--- src/rtl/uart_sched_pkg.sv ---
// Shared types and defaults for the UART transmit scheduler.
package uart_sched_pkg;

    typedef enum logic [1:0] {
        IDLE      = 2'd0,
        SEND      = 2'd1,
        WAIT_DONE = 2'd2
    } sched_state_t;

    localparam int DEF_TIMEOUT_CYC = 32'd65536;

endpackage

--- src/rtl/rr_pick.sv ---
// Rotating priority encoder: returns the first set request at or after ptr,
// wrapping modulo NUM_REQ.
module rr_pick #(
    parameter  int NUM_REQ = 4,
    localparam int IDX_W   = $clog2(NUM_REQ)
) (
    input  logic [NUM_REQ-1:0] req,
    input  logic [IDX_W-1:0]   ptr,
    output logic [IDX_W-1:0]   idx,
    output logic               found
);

    logic [IDX_W-1:0] cand_s;

    // Scan from the farthest offset down so the nearest set request wins
    always_comb begin
        idx    = {IDX_W{1'b0}};
        found  = 1'b0;
        cand_s = {IDX_W{1'b0}};
        for (int k = NUM_REQ - 1; k >= 0; k--) begin
            cand_s = IDX_W'((int'(ptr) + k) % NUM_REQ);
            if (req[cand_s]) begin
                idx   = cand_s;
                found = 1'b1;
            end else begin
                idx   = idx;
                found = found;
            end
        end
    end

endmodule

--- src/rtl/uart_tx_sched.sv ---
// Round-robin scheduler sharing one UART transmitter among NUM_REQ byte-stream
// requesters, with per-packet grant lock and per-byte transmitter timeout.
module uart_tx_sched
    import uart_sched_pkg::*;
#(
    parameter  int NUM_REQ     = 4,
    parameter  int DATA_W      = 8,
    parameter  int TIMEOUT_CYC = DEF_TIMEOUT_CYC,
    localparam int IDX_W       = $clog2(NUM_REQ)
) (
    input  logic                        clk,
    input  logic                        rst_n,
    input  logic [NUM_REQ-1:0]          req,
    input  logic [NUM_REQ*DATA_W-1:0]   req_data,
    input  logic [NUM_REQ-1:0]          req_last,
    output logic [NUM_REQ-1:0]          ack,
    input  logic                        tx_rdy,
    output logic                        tx_start,
    output logic [DATA_W-1:0]           tx_data,
    input  logic                        tx_done,
    output logic                        grant_valid,
    output logic [IDX_W-1:0]            grant_idx,
    output logic                        timeout_err
);

    localparam int CNT_W = $clog2(TIMEOUT_CYC);
    // Outputs are registered, so the abort is decided one cycle before the
    // counter would show TIMEOUT_CYC-1; the error pulse then lands on that count.
    localparam logic [CNT_W-1:0] CNT_TERM = CNT_W'(TIMEOUT_CYC - 32'd2);

    sched_state_t         state_r;
    sched_state_t         next_state_s;
    logic [IDX_W-1:0]     ptr_r;
    logic [CNT_W-1:0]     cnt_r;
    logic                 last_r;

    logic [IDX_W-1:0]     pick_idx_s;
    logic                 pick_found_s;
    logic                 grant_req_s;
    logic                 issue_s;
    logic                 release_s;
    logic                 timeout_s;

    logic [NUM_REQ-1:0]   ack_r;
    logic                 tx_start_r;
    logic [DATA_W-1:0]    tx_data_r;
    logic                 grant_valid_r;
    logic [IDX_W-1:0]     grant_idx_r;
    logic                 timeout_err_r;

    logic [NUM_REQ-1:0]   ack_nxt_s;
    logic                 tx_start_nxt_s;
    logic [DATA_W-1:0]    tx_data_nxt_s;
    logic                 grant_valid_nxt_s;
    logic [IDX_W-1:0]     grant_idx_nxt_s;
    logic                 timeout_err_nxt_s;

    function automatic logic [IDX_W-1:0] wrap_inc(input logic [IDX_W-1:0] i);
        if (i == IDX_W'(NUM_REQ - 32'd1)) begin
            return {IDX_W{1'b0}};
        end else begin
            return i + IDX_W'(32'd1);
        end
    endfunction

    rr_pick #(
        .NUM_REQ (NUM_REQ)
    ) u_pick (
        .req   (req),
        .ptr   (ptr_r),
        .idx   (pick_idx_s),
        .found (pick_found_s)
    );

    assign grant_req_s = req[grant_idx_r];

    // State, pointer, timeout counter and last-byte flag
    always_ff @(posedge clk) begin
        if (!rst_n) begin
            state_r <= IDLE;
            ptr_r   <= {IDX_W{1'b0}};
            cnt_r   <= {CNT_W{1'b0}};
            last_r  <= 1'b0;
        end else begin
            state_r <= next_state_s;
            if (release_s) begin
                ptr_r <= wrap_inc(grant_idx_r);
            end
            if (issue_s || (state_r != WAIT_DONE)) begin
                cnt_r <= {CNT_W{1'b0}};
            end else begin
                cnt_r <= cnt_r + CNT_W'(32'd1);
            end
            if (issue_s) begin
                last_r <= req_last[grant_idx_r];
            end
        end
    end

    // Next-state and handshake decisions
    always_comb begin
        next_state_s = state_r;
        issue_s      = 1'b0;
        release_s    = 1'b0;
        timeout_s    = 1'b0;
        case (state_r)
            IDLE: begin
                if (pick_found_s) begin
                    next_state_s = SEND;
                end else begin
                    next_state_s = IDLE;
                end
            end
            SEND: begin
                if (!grant_req_s) begin
                    release_s    = 1'b1;
                    next_state_s = IDLE;
                end else if (tx_rdy) begin
                    issue_s      = 1'b1;
                    next_state_s = WAIT_DONE;
                end else begin
                    next_state_s = SEND;
                end
            end
            WAIT_DONE: begin
                // Completion wins over a simultaneous terminal count
                if (tx_done) begin
                    if (last_r || !grant_req_s) begin
                        release_s    = 1'b1;
                        next_state_s = IDLE;
                    end else begin
                        next_state_s = SEND;
                    end
                end else if (cnt_r == CNT_TERM) begin
                    timeout_s    = 1'b1;
                    release_s    = 1'b1;
                    next_state_s = IDLE;
                end else begin
                    next_state_s = WAIT_DONE;
                end
            end
            default: begin
                next_state_s = IDLE;
            end
        endcase
    end

    // Next values for the registered outputs
    always_comb begin
        ack_nxt_s         = {NUM_REQ{1'b0}};
        tx_start_nxt_s    = issue_s;
        tx_data_nxt_s     = tx_data_r;
        grant_valid_nxt_s = (next_state_s != IDLE);
        grant_idx_nxt_s   = grant_idx_r;
        timeout_err_nxt_s = timeout_s;
        if (issue_s) begin
            ack_nxt_s     = {{(NUM_REQ-1){1'b0}}, 1'b1} << grant_idx_r;
            tx_data_nxt_s = req_data[grant_idx_r * DATA_W +: DATA_W];
        end else begin
            ack_nxt_s     = {NUM_REQ{1'b0}};
            tx_data_nxt_s = tx_data_r;
        end
        if ((state_r == IDLE) && pick_found_s) begin
            grant_idx_nxt_s = pick_idx_s;
        end else begin
            grant_idx_nxt_s = grant_idx_r;
        end
    end

    // Output registers
    always_ff @(posedge clk) begin
        if (!rst_n) begin
            ack_r         <= {NUM_REQ{1'b0}};
            tx_start_r    <= 1'b0;
            tx_data_r     <= {DATA_W{1'b0}};
            grant_valid_r <= 1'b0;
            grant_idx_r   <= {IDX_W{1'b0}};
            timeout_err_r <= 1'b0;
        end else begin
            ack_r         <= ack_nxt_s;
            tx_start_r    <= tx_start_nxt_s;
            tx_data_r     <= tx_data_nxt_s;
            grant_valid_r <= grant_valid_nxt_s;
            grant_idx_r   <= grant_idx_nxt_s;
            timeout_err_r <= timeout_err_nxt_s;
        end
    end

    assign ack         = ack_r;
    assign tx_start    = tx_start_r;
    assign tx_data     = tx_data_r;
    assign grant_valid = grant_valid_r;
    assign grant_idx   = grant_idx_r;
    assign timeout_err = timeout_err_r;

endmodule
--- config.mk ---
export PLATFORM = sky130hd
export DESIGN_NAME = uart_tx_sched
export DESIGN_NICKNAME = d
export VERILOG_FILES = /design/src/rtl/uart_sched_pkg.sv /design/src/rtl/rr_pick.sv /design/src/rtl/uart_tx_sched.sv
export SDC_FILE = /design/constraint.sdc
export NUM_CORES = 1
export LEC_CHECK = 0
export ABC_AREA = 1
export CELL_PAD_IN_SITES_DETAIL_PLACEMENT = 1
export CELL_PAD_IN_SITES_GLOBAL_PLACEMENT = 2
export CORE_ASPECT_RATIO = 0.75
export CORE_MARGIN = 2
export CORE_UTILIZATION = 37
export CTS_BUF_LIST = sky130_fd_sc_hd__clkbuf_8
export DETAILED_ROUTE_END_ITERATION = 8
export DONT_BUFFER_PORTS = 1
export PLACE_DENSITY_LB_ADDON = 0.25
export SLEW_MARGIN = 20
export SYNTH_ARGS = -nofsm -noshare
export SYNTH_HDL_FRONTEND = slang
export SYNTH_SLANG_ARGS = --single-unit
export TNS_END_PERCENT = 30
--- constraint.sdc ---
create_clock -name clk -period 2.8 [get_ports clk]
set_input_delay 0.84 -clock clk [delete_from_list [all_inputs] [get_ports clk]]
set_output_delay 0.84 -clock clk [all_outputs]
set_load 0.03 [all_outputs]
==> metrics.log <==
[metrics] Yosys warnings: 0
[metrics] net total in the final layout: about 350
[metrics] final number of max-transition violations: 0
[metrics] last weighted congestion value of the routability-driven placer: approximately 0.79
[metrics] Post-synth EDFFs: 0
[metrics] pin count of the biggest net entering global routing: 24
[metrics] Worst Max-Slew Pin Slew: a little under 600 ps
[metrics] Setup Crit Path Kind: reg2reg
[metrics] Horiz. Die Dim: between 80 and 90 µm
[metrics] part of the Yosys area used for sequential elements: 0.372
[metrics] number of instances in the synthesized netlist: 303
[metrics] number of buffers added by the clock tree synthesis step: 5
[metrics] ANT cells: 0
[metrics] residual DRC count: 0
[metrics] clock period minus worst slack: just over 2000 ps
[metrics] peak supply drop: approximately 250 µV
[metrics] post-CTS setup-driven buffer insertion count: 0
[metrics] placeable core region: ~5400 µm²
[metrics] Req. time, crit path: 3030 ps
[metrics] leakage dissipation: roughly 0.9 nW
[metrics] CTS Root Cell: clkbuf_8
[metrics] setup repair after global routing missed its margin: false
[metrics] list of most frequent post-synthesis cells: 69 x nor2_1, 56 x nand2_1, 38 x dfxtp_1, 32 x o21ai_0, 28 x inv_1
[metrics] source-to-sink clock delay at the later pin of the worst-skew pair: 300 ps
[metrics] count of input and output buffers: 0
[metrics] average cell area after synthesis: about 6.8 µm²
[metrics] H-tree depth: 2
[metrics] type of the worst min-delay path: reg2reg
[metrics] GRT overflow: 0
[metrics] die area: around 6000 µm²
[metrics] Post-Route Hold Slack: 461 ps
[metrics] WL final: 5200 µm
[metrics] buffer levels on the longest clock path: 2
[metrics] sum of negative setup slack: 0 ps
[metrics] number of nets with antenna violations after routing: 0
[metrics] Synth Flop Type: dfxtp_1
[metrics] CTS tree: built
[metrics] antenna violations before repair: 0
[metrics] Period Utilization, post-route: 0.724
[metrics] total instance count after detailed placement: 369
[metrics] DRT iter0 DRCs: between 70 and 80
[metrics] post-synthesis register bit count: 38
[metrics] Initial Util: 0.382
[metrics] Wirelength per Cell: between 10 and 15 µm
[metrics] post-CTS clock slew at the launch and capture registers of the worst setup and hold paths: 80 ps
[metrics] HPWL after detailed placement: 3930 µm
[metrics] Post-Route Skew: roughly 5.5 ps
[metrics] fraction of synthesis flops using an asynchronous set or reset pin: 0
[metrics] count of cell types in the netlist: 30
[metrics] outcome: finished, final reports clean
[metrics] synth top area cells: dfxtp_1 37%, nor2_1 13%, nand2_1 10%, o21ai_0 7.8%, inv_1 5.1%
[metrics] number of vias per cell: 4.86
[metrics] setup violation total in the final timing report: 0
[metrics] signal arrival time at the worst endpoint: 2250 ps
[metrics] DRT Pass-1 Iters: 4
[metrics] Cell Pwr Density: 701 nW/µm²
[metrics] via count of the first global-routing pass: around 1800
[metrics] number of standard cells in the layout, taps in and fillers out: roughly 380
[metrics] post_cts resized: 0
[metrics] fraction of final layout cells with drive strength greater than 1: 0.0662
[metrics] global-route wire length before repair: around 9000 µm
[metrics] cell type contributing the most total cell area after synthesis: dfxtp_1
[metrics] post-synth design cell area: 2050 µm²
[metrics] Max transition margin: 0.605
[metrics] number of clock sinks seen by CTS: 38
[metrics] total of max-cap violations: 0
[metrics] startpoint class of the critical path: flop
[metrics] Die Y: a little under 70 µm
[metrics] critical path endpoint category: flop
[metrics] Crit Path Max Fanout: 20
[metrics] number of core rows: 23
[metrics] final hold vios: 0
[metrics] global-route usage over all layers: 0.183
[metrics] max frequency: about 490 MHz
[metrics] Hold Buf Count CTS: 0
[metrics] most frequently used cell type in the post-synthesis netlist: nor2_1
[metrics] proportion of netlist area held by the largest area contributor: 0.372
[metrics] via total after detailed routing: 1833
[metrics] ports placed on the boundary: roughly 60
[metrics] Mapped Nets: 354
[metrics] Area growth syn-to-layout: 9.05%
worst max-delay path, cell delays in order, from the launching register on:
cell     delay [ps]
dfxtp_1         460
buf_4           330
nand2_1          80
nand3_1         130
nand2_2         100
nor3_4          460
o21ai_0         200
a31oi_1         180
layout by cell type, fill, tap and decap left out, types with 2 or more instances in the layout:
master / count
nand3_1: 11
a21oi_1: 11
o21ai_0: 32
buf_4: 2
inv_1: 28
xor2_1: 5
nand2_1: 56
nor3_1: 4
xnor2_1: 6
nor2_1: 69
nand2_2: 2
ha_1: 7
dfxtp_1: 38
bufinv_16: 2
or2_2: 3
clkbuf_8: 5
a31oi_1: 9
logic make-up (layout without fill, tap and decap cells):
family,count (synthesis),count (layout),share of synthesized area
buffers and inverters,40,39,0.0832
AOI/OAI and AO/OA,55,55,0.143
adders and majority gates,7,7,0.0428
DFF,38,38,0.372
and+or+nand+nor,152,152,0.313
xor gates and xnor gates,11,11,0.0471
routing by layer:
metal  track usage  vias to the layer above  part of all wire
met2         0.278                       37              0.39
met4        0.0462                        0             0.010
met5             0                        -                 0
met3        0.0672                        6             0.061
li1              -                      959                 -
met1         0.248                      831              0.54
final cells by class:
cell class | instances | area, µm²
repair buffers | 2 | 15.0
clock inverters | 3 | 68.8
multi-input cells | 225 | 1110
clock buffers | 5 | 68.8
flip-flops and latches | 38 | 761
well taps | 75 | 93.8
inverters | 29 | 109
fillers | 705 | 3120
report_power, final:
part / switching [mW] / total (mW) / internal (mW)
combinational: 0.232 / 0.342 / 0.111
sequential: 0.0717 / 0.647 / 0.575
clock: 0.217 / 0.574 / 0.357
total: 0.520 / 1.56 / 1.04
final timing paths:
kind                                           startpoint                  end  slack, ps  cells past startpoint
worst max register to register  grant_idx[0]$_SDFFE_PN0P_  last_r$_SDFFE_PN0P_        770                      7
worst max-delay path            grant_idx[0]$_SDFFE_PN0P_  last_r$_SDFFE_PN0P_        770                      7
worst min-delay path                  cnt_r[0]$_SDFF_PP0_  cnt_r[0]$_SDFF_PP0_        460                      1
worst min register to register        cnt_r[0]$_SDFF_PP0_  cnt_r[0]$_SDFF_PP0_        460                      1
registers in the layout, indices dropped and copies added, names as in the netlist, 2 cells and up:
name and flops:
cnt_r 16, tx_data 8, ack 4, grant_idx 2
ptr_r 2, state_r 2
through the flow:
stage	total power, mW	util	instance area, µm²	setup slack [ps]
floorplan	0.933	-	2050	1080
global placement	1.00	0.391	2090	799
detailed placement	1.01	0.391	2090	739
CTS	1.58	0.417	2230	731
global route	1.67	0.417	2230	464
finish	1.56	0.417	2230	772
(Power assumes the default switching activity.)
